===== src/rtl/divsqrt_result_buffer.sv =====
// Credit-gated issue/return buffer for a divSqrt unit whose result side is a
// one-cycle valid pulse with no backpressure. Space for every result is
// reserved at issue time, so a legal return can always be captured.
module divsqrt_result_buffer #(
  parameter int unsigned ExpWidth = 11,
  parameter int unsigned SigWidth = 53,
  parameter int unsigned Depth    = 4,
  localparam int unsigned FormatWidth = ExpWidth + SigWidth,
  localparam int unsigned CntWidth    = $clog2(Depth + 1)
) (
  input  logic                   clk_i,
  input  logic                   rst_ni,
  // Upstream request
  input  logic                   req_valid_i,
  output logic                   req_ready_o,
  // Unit issue side
  output logic                   unit_in_valid_o,
  input  logic                   unit_in_ready_i,
  // Unit result side
  input  logic                   unit_out_valid_i,
  input  logic                   unit_sqrt_op_i,
  input  logic [FormatWidth-1:0] unit_out_i,
  input  logic [4:0]             unit_flags_i,
  // Downstream result
  output logic                   res_valid_o,
  input  logic                   res_ready_i,
  output logic                   res_sqrt_op_o,
  output logic [FormatWidth-1:0] res_out_o,
  output logic [4:0]             res_flags_o,
  // Status
  output logic [CntWidth-1:0]    occupancy_o,
  output logic [CntWidth-1:0]    inflight_o,
  output logic                   protocol_error_o
);

  localparam int unsigned PtrWidth   = (Depth > 1) ? $clog2(Depth) : 1;
  localparam int unsigned EntryWidth = FormatWidth + 6;
  localparam logic [CntWidth-1:0] CntDepth = CntWidth'(Depth);
  localparam logic [CntWidth:0]   SumDepth = (CntWidth + 1)'(Depth);
  localparam logic [PtrWidth-1:0] PtrLast  = PtrWidth'(Depth - 1);

  logic [CntWidth-1:0]   inflight_q, inflight_d;
  logic [CntWidth-1:0]   occupancy_q, occupancy_d;
  logic [PtrWidth-1:0]   wr_ptr_q, wr_ptr_d;
  logic [PtrWidth-1:0]   rd_ptr_q, rd_ptr_d;
  logic                  protocol_error_q, protocol_error_d;
  logic [EntryWidth-1:0] mem_q [Depth];

  logic                  credit;
  logic                  issue;
  logic                  accept;
  logic                  pop;
  logic [CntWidth:0]     reserved;
  logic [EntryWidth-1:0] head;

  // Issue/return/pop decode from registered counters only.
  always_comb begin
    reserved        = {1'b0, inflight_q} + {1'b0, occupancy_q};
    credit          = reserved < SumDepth;
    unit_in_valid_o = req_valid_i & credit;
    req_ready_o     = unit_in_ready_i & credit;
    issue           = req_valid_i & unit_in_ready_i & credit;
    accept          = unit_out_valid_i & (inflight_q != '0) & (occupancy_q != CntDepth);
    res_valid_o     = occupancy_q != '0;
    pop             = res_valid_o & res_ready_i;
  end

  // Next-state for counters, pointers and the sticky error flag.
  always_comb begin
    inflight_d       = inflight_q;
    occupancy_d      = occupancy_q;
    wr_ptr_d         = wr_ptr_q;
    rd_ptr_d         = rd_ptr_q;
    protocol_error_d = protocol_error_q;

    unique case ({issue, accept})
      2'b10:   inflight_d = inflight_q + CntWidth'(1);
      2'b01:   inflight_d = inflight_q - CntWidth'(1);
      default: inflight_d = inflight_q;
    endcase

    unique case ({accept, pop})
      2'b10:   occupancy_d = occupancy_q + CntWidth'(1);
      2'b01:   occupancy_d = occupancy_q - CntWidth'(1);
      default: occupancy_d = occupancy_q;
    endcase

    if (accept) begin
      wr_ptr_d = (wr_ptr_q == PtrLast) ? '0 : wr_ptr_q + PtrWidth'(1);
    end
    if (pop) begin
      rd_ptr_d = (rd_ptr_q == PtrLast) ? '0 : rd_ptr_q + PtrWidth'(1);
    end

    // A return with nothing in flight, or with no room, is dropped and flagged.
    if (unit_out_valid_i && !accept) begin
      protocol_error_d = 1'b1;
    end
  end

  // Control state register.
  always_ff @(posedge clk_i or negedge rst_ni) begin
    if (!rst_ni) begin
      inflight_q       <= '0;
      occupancy_q      <= '0;
      wr_ptr_q         <= '0;
      rd_ptr_q         <= '0;
      protocol_error_q <= 1'b0;
    end else begin
      inflight_q       <= inflight_d;
      occupancy_q      <= occupancy_d;
      wr_ptr_q         <= wr_ptr_d;
      rd_ptr_q         <= rd_ptr_d;
      protocol_error_q <= protocol_error_d;
    end
  end

  // Result storage; not reset since res_* are masked while empty.
  always_ff @(posedge clk_i) begin
    if (accept) begin
      mem_q[wr_ptr_q] <= {unit_sqrt_op_i, unit_flags_i, unit_out_i};
    end
  end

  // Head entry presented downstream, zeroed while empty.
  always_comb begin
    head          = res_valid_o ? mem_q[rd_ptr_q] : '0;
    res_sqrt_op_o = head[EntryWidth-1];
    res_flags_o   = head[EntryWidth-2 -: 5];
    res_out_o     = head[FormatWidth-1:0];
    occupancy_o      = occupancy_q;
    inflight_o       = inflight_q;
    protocol_error_o = protocol_error_q;
  end

endmodule

===== config.mk =====
export PLATFORM = sky130hd
export DESIGN_NAME = divsqrt_result_buffer
export DESIGN_NICKNAME = d
export VERILOG_FILES = /design/src/rtl/divsqrt_result_buffer.sv
export SDC_FILE = /design/constraint.sdc
export NUM_CORES = 1
export LEC_CHECK = 0
export BUFFER_PORTS_ARGS = -buffer_cell sky130_fd_sc_hd__buf_2
export CAP_MARGIN = 10
export CORE_ASPECT_RATIO = 1.4
export CORE_MARGIN = 2
export CORE_UTILIZATION = 50
export DETAILED_ROUTE_END_ITERATION = 7
export GPL_ROUTABILITY_DRIVEN = 0
export GPL_TIMING_DRIVEN = 0
export PLACE_DENSITY = 0.69
export REMOVE_ABC_BUFFERS = 1
export SETUP_SLACK_MARGIN = 0.1
export SYNTH_ARGS = -nofsm -noshare
export SYNTH_HDL_FRONTEND = slang
export SYNTH_SLANG_ARGS = --single-unit

===== constraint.sdc =====
create_clock -name clk_i -period 5.9 [get_ports clk_i]
set_input_delay 0.59 -clock clk_i [delete_from_list [all_inputs] [get_ports clk_i]]
set_output_delay 0.59 -clock clk_i [all_outputs]
set_load 0.005 [all_outputs]

* After elaboration in Yosys (flattened, before gate mapping)
Memory sizes are Yosys's and may differ from the RTL's.
Cells that the tools add are included.
** Word-level totals
- Register bits :: 11
- Bits in writable memories :: 280
- Bits of input ports :: 76
- Output and inout port bits :: 80
- Word-level logic and storage cells :: 41
- Memories kept :: 1
** Operators by class
- Add/subtract/negate cells :: 7
- Order comparisons :: 1
- Eq/ne operators :: 7
- Muxes and demuxes :: 7
- Bitwise gates (word level) :: 7
- Reduce and logical (&&, ||, !) cells :: 6
** Memories
- mem_q :: words 4, bits a word 70, read ports 1, clocked after memory_dff 0, wr ports 1, line 47 : logic [EntryWidth-1:0] mem_q [Depth];
** Operator list (number)
- $mux W70 :: 1
- $pmux W3 S2 :: 2
- $eq A2 B2 Y1 const B :: 4
- $and A1 B1 Y1 :: 7
- $add A3 B1 Y3 const B :: 2
- $reduce_bool A3 Y1 :: 2
- $sub A3 B1 Y3 const B :: 2
- $add A2 B1 Y2 const B :: 2
- $add A3 B3 Y4 :: 1
- $eq A2 B1 Y1 const B :: 2
- $lt A4 B3 Y1 const B :: 1
- $mux W2 :: 2
- $reduce_bool A2 Y1 :: 2
- $ne A3 B3 Y1 const B :: 1
- $mux W1 :: 2
- $logic_and A1 B1 Y1 :: 1
- $logic_not A1 Y1 :: 1

* Depth between registers and ports, before layout
- Word-level depth :: 5
- Mapped depth :: 10
- Mapped depth without buffers :: 10

* Least setup slack after synthesis
No wires, ideal clock.
- Path kind :: in2reg
- Start :: input port unit_out_valid_i
- End :: memory mem_q[0][0] in the netlist's numbering, enable pin
- Setup time :: 0.436 ns
- Arrival time :: 2.594 ns
- Setup slack :: 2.870 ns
- Cell stages on the path :: 3
- Path buffers :: 0
- Path through :: inv_1 a211oi_4 and2_1
** On the way
- Longest elaborated chain between the ends :: 4
** Ends and longest elaborated chain
- from (decl) :: line 20 : input logic unit_out_valid_i,
- $and A1 B1 Y1 (2 in a row) :: line 63 : accept = unit_out_valid_i & (inflight_q != '0) & (occupancy_q != CntDepth);
- via accept :: line 51 : logic accept;
- $mux W1 :: line 120 : if (accept) begin
- $mux W1 (not written as such) :: line 121 : mem_q[wr_ptr_q] <= {unit_sqrt_op_i, unit_flags_i, unit_out_i};
- to (decl) :: line 47
The timed path passes the listed nets, and every way through them passes these cells.

* Worst setup path after layout
- Start :: register rd_ptr_q[0]
- End :: output port res_out_o[44]
** On the way
- Longest elaborated chain between the ends :: 2
** Ends and longest elaborated chain
- from (decl) :: line 45 : logic [PtrWidth-1:0] rd_ptr_q, rd_ptr_d;
- from (signal assigned) :: line 113 : rd_ptr_q <= rd_ptr_d;
- $mem_v2 Z4 W70
- $mux W70 :: line 127 : head = res_valid_o ? mem_q[rd_ptr_q] : '0;
- to (decl) :: line 28 : output logic [FormatWidth-1:0] res_out_o,
No other way between the ends.

==> flow_summary.ini <==
[synth]
synth.distinct_cells = 27
synth_seq_cells = 291
synth.avg_cell_area_um2 = 22.2
seq_area_frac_synth_pct = 76.8
syn_inst = 509
ys_warn_count = 0
synth_area_mm2 = 0.0113

[detailed_routing]
via_per_inst = 5.33
drc_errors = 0
wl_per_cell_um = 20.4
route.vias.total = 5319
antenna_left = 0
firstDrtPassIters = 4
drtIter0Drc = 299
finalWirelength_um = 20400

[layout]
design_area_mm2 = 0.0134
diodes = 0
area_growth_pct = 18.1
mostFrequentLayoutCell = edfxtp_1
stdcell_count = 998
final_cell_mix = edfxtp_1, buf_2, mux4_2, and2_1, clkbuf_16
nFillCells = 1649
drive_above_1_share_pct = 40.7
post-route-util_pct = 59.7
nNetsFinal = 764

[global_route]
grt_pass1_vias = 5792
grt_pass1_wl_um = 32100
grt_overflow = 0
grt_start_max_net_pins = 46
antenna_found_initial = 1
grt_usage_pct = 17.4

[die]
dieWidth_um = 131
coreArea_mm2 = 0.0224
fp.dieH_um = 182
start_util_pct = 50.6
die-area_mm2 = 0.0239
num_io_pins = 156
fp-row-count = 65

[worst_setup_path]
worstPathRequired_ps = 5310
worstReg2RegEnd = occupancy_o[2]$_DFFE_PN0P_
reg2reg_depth = 8
r2r_start = occupancy_o[1]$_DFFE_PN0P_
worstPathArrival_ps = 2400
worstSetupStartpointType = flip-flop
worstPathMaxFanout = 28
critPathCaptureType = output pin
path_class = reg -> out
r2r_slack_ps = 3460

[sta]
whs_ps = 276
max_slew_margin_pct = 64.3
final.setup.worst_slack_ps = 2910
fmax_mhz = 334
post-route-period-util_pct = 50.7
final.setup.tns_ps = 0
slew_violations = 0
setup_viol = 0
worstMarginPinSlew_ps = 536
hold_viol = 0
rsz0062_at_grt = no
clock-skew-final_ps = 10.9
min_period_ps = 2990

[placement]
io_buffers = 155
dp_hpwl_um = 11900
dpl_worst_slack_ps = 3380
dp_cells = 949
placed_area_mm2 = 0.0125

[clocking]
clockRootBuffer = clkbuf_16
cts_resized = 0
cts.sinks = 291
cts.reportedPaths.clkPinSlew_ps = 70
clockBufferDepth = 3
clk-insertion-delay-late_ps = 520
cts_tree = built
cts_buffers = 26
cts_htree_levels = 1

[status]
status = finished clean

[min_path]
hold_start = unit_out_i[1]
hold_depth = 1
min_path_type = in -> reg
whs_endpoint = mem_q[2][1]$_DFFE_PP_

[pwr]
power_mw = 6.76
power_density_mw_per_mm2 = 506
leakagePower_nw = 4.67
max-vdd-ir-drop_uv = 329

[flow_run]
max_cap_violations = 0
-- how the worst max path moves through the flow --
| stage | startpoint | end | slack (ps) | cells past startpoint |
|---|---|---|---|---|
| CTS | rd_ptr_q[0]$_DFFE_PN0P_ | res_out_o[44] | 2830 | 4 |
| detailed placement | rd_ptr_q[0]$_DFFE_PN0P_ | res_out_o[44] | 3380 | 4 |
| global route | rd_ptr_q[0]$_DFFE_PN0P_ | res_out_o[52] | 2750 | 4 |
| global placement | rd_ptr_q[0]$_DFFE_PN0P_ | res_out_o[44] | 290 | 3 |
| finish | rd_ptr_q[0]$_DFFE_PN0P_ | res_out_o[44] | 2910 | 4 |
| floorplan | rd_ptr_q[0]$_DFFE_PN0P_ | res_flags_o[0] | 1660 | 2 |
-- cell usage after synthesis --
cell type | n | share of area [%]
xnor2_1 | 2 | 0.15
nand2_1 | 2 | 0.066
edfxtp_1 | 280 | 74
or3_1 | 1 | 0.055
clkbuf_1 | 2 | 0.066
xor2_1 | 4 | 0.31
a21o_1 | 2 | 0.13
inv_1 | 10 | 0.33
nor3_1 | 2 | 0.088
nor2_1 | 5 | 0.17
mux2_1 | 1 | 0.10
and2_4 | 1 | 0.077
dlygate4sd1_1 | 1 | 0.077
and3_1 | 2 | 0.11
mux4_2 | 70 | 14
mux2_4 | 2 | 0.27
buf_6 | 8 | 0.80
o22ai_1 | 1 | 0.055
a211oi_4 | 1 | 0.18
mux2i_1 | 2 | 0.18
fa_1 | 2 | 0.35
buf_2 | 12 | 0.53
ha_1 | 9 | 1.0
dfrtp_1 | 11 | 2.4
nand3_1 | 1 | 0.044
buf_4 | 1 | 0.066
and2_1 | 74 | 4.1
-- per-layer routing --
layer	up-vias	global-route usage (%)	part of all wire, %
met5	-	0	0
met4	0	4.48	1.9
met3	34	2.99	4.9
met2	130	30.8	53
met1	2769	22.5	40
li1	2386	-	-
-- critical path: stages, from the launching register on --
cell,delay (ps)
dfrtp_4,710
buf_12,290
mux4_2,520
and2_1,190
buf_2,130
-- timing repair --
action                                 4_1_cts  5_1_grt
hold buffers                                 1        0
buffers inserted                             0        0
endpoints found under the hold margin       11        0
-- where the power goes --
part | switching [mW] | total, mW | internal, mW
Combinational | 1.01 | 2.18 | 1.17
Sequential | 0.200 | 2.93 | 2.73
Clock | 0.713 | 1.64 | 0.927
-- kinds of logic after synthesis --
group	Yosys count	share of synthesized area [%]
multiplexers	75	14.5
flip-flops	291	76.8
buffers and inverters	34	1.87
AO/OA/AOI/OAI	4	0.365
XOR/XNOR	6	0.465
adder cells (fa/ha/maj)	11	1.35
AND/OR/NAND/NOR	88	4.70
-- sequential cells by signal, summed over array words and instances, names as in the netlist --
name / count
inflight_o: 3
mem_q: 280
occupancy_o: 3
protocol_error_o: 1
rd_ptr_q: 2
wr_ptr_q: 2
-- cell type report --
cell class	instances	area (µm²)	share of cell area (%)
flip-flops and latches	291	8690	65.1
inverters	10	37.5	0.281
clock inverters	17	145	1.09
well taps	301	377	2.82
clock buffers	31	691	5.17
repair buffers	164	991	7.42
multi-input cells	184	2430	18.2
No activity file was read; power rests on OpenSTA's default activity.
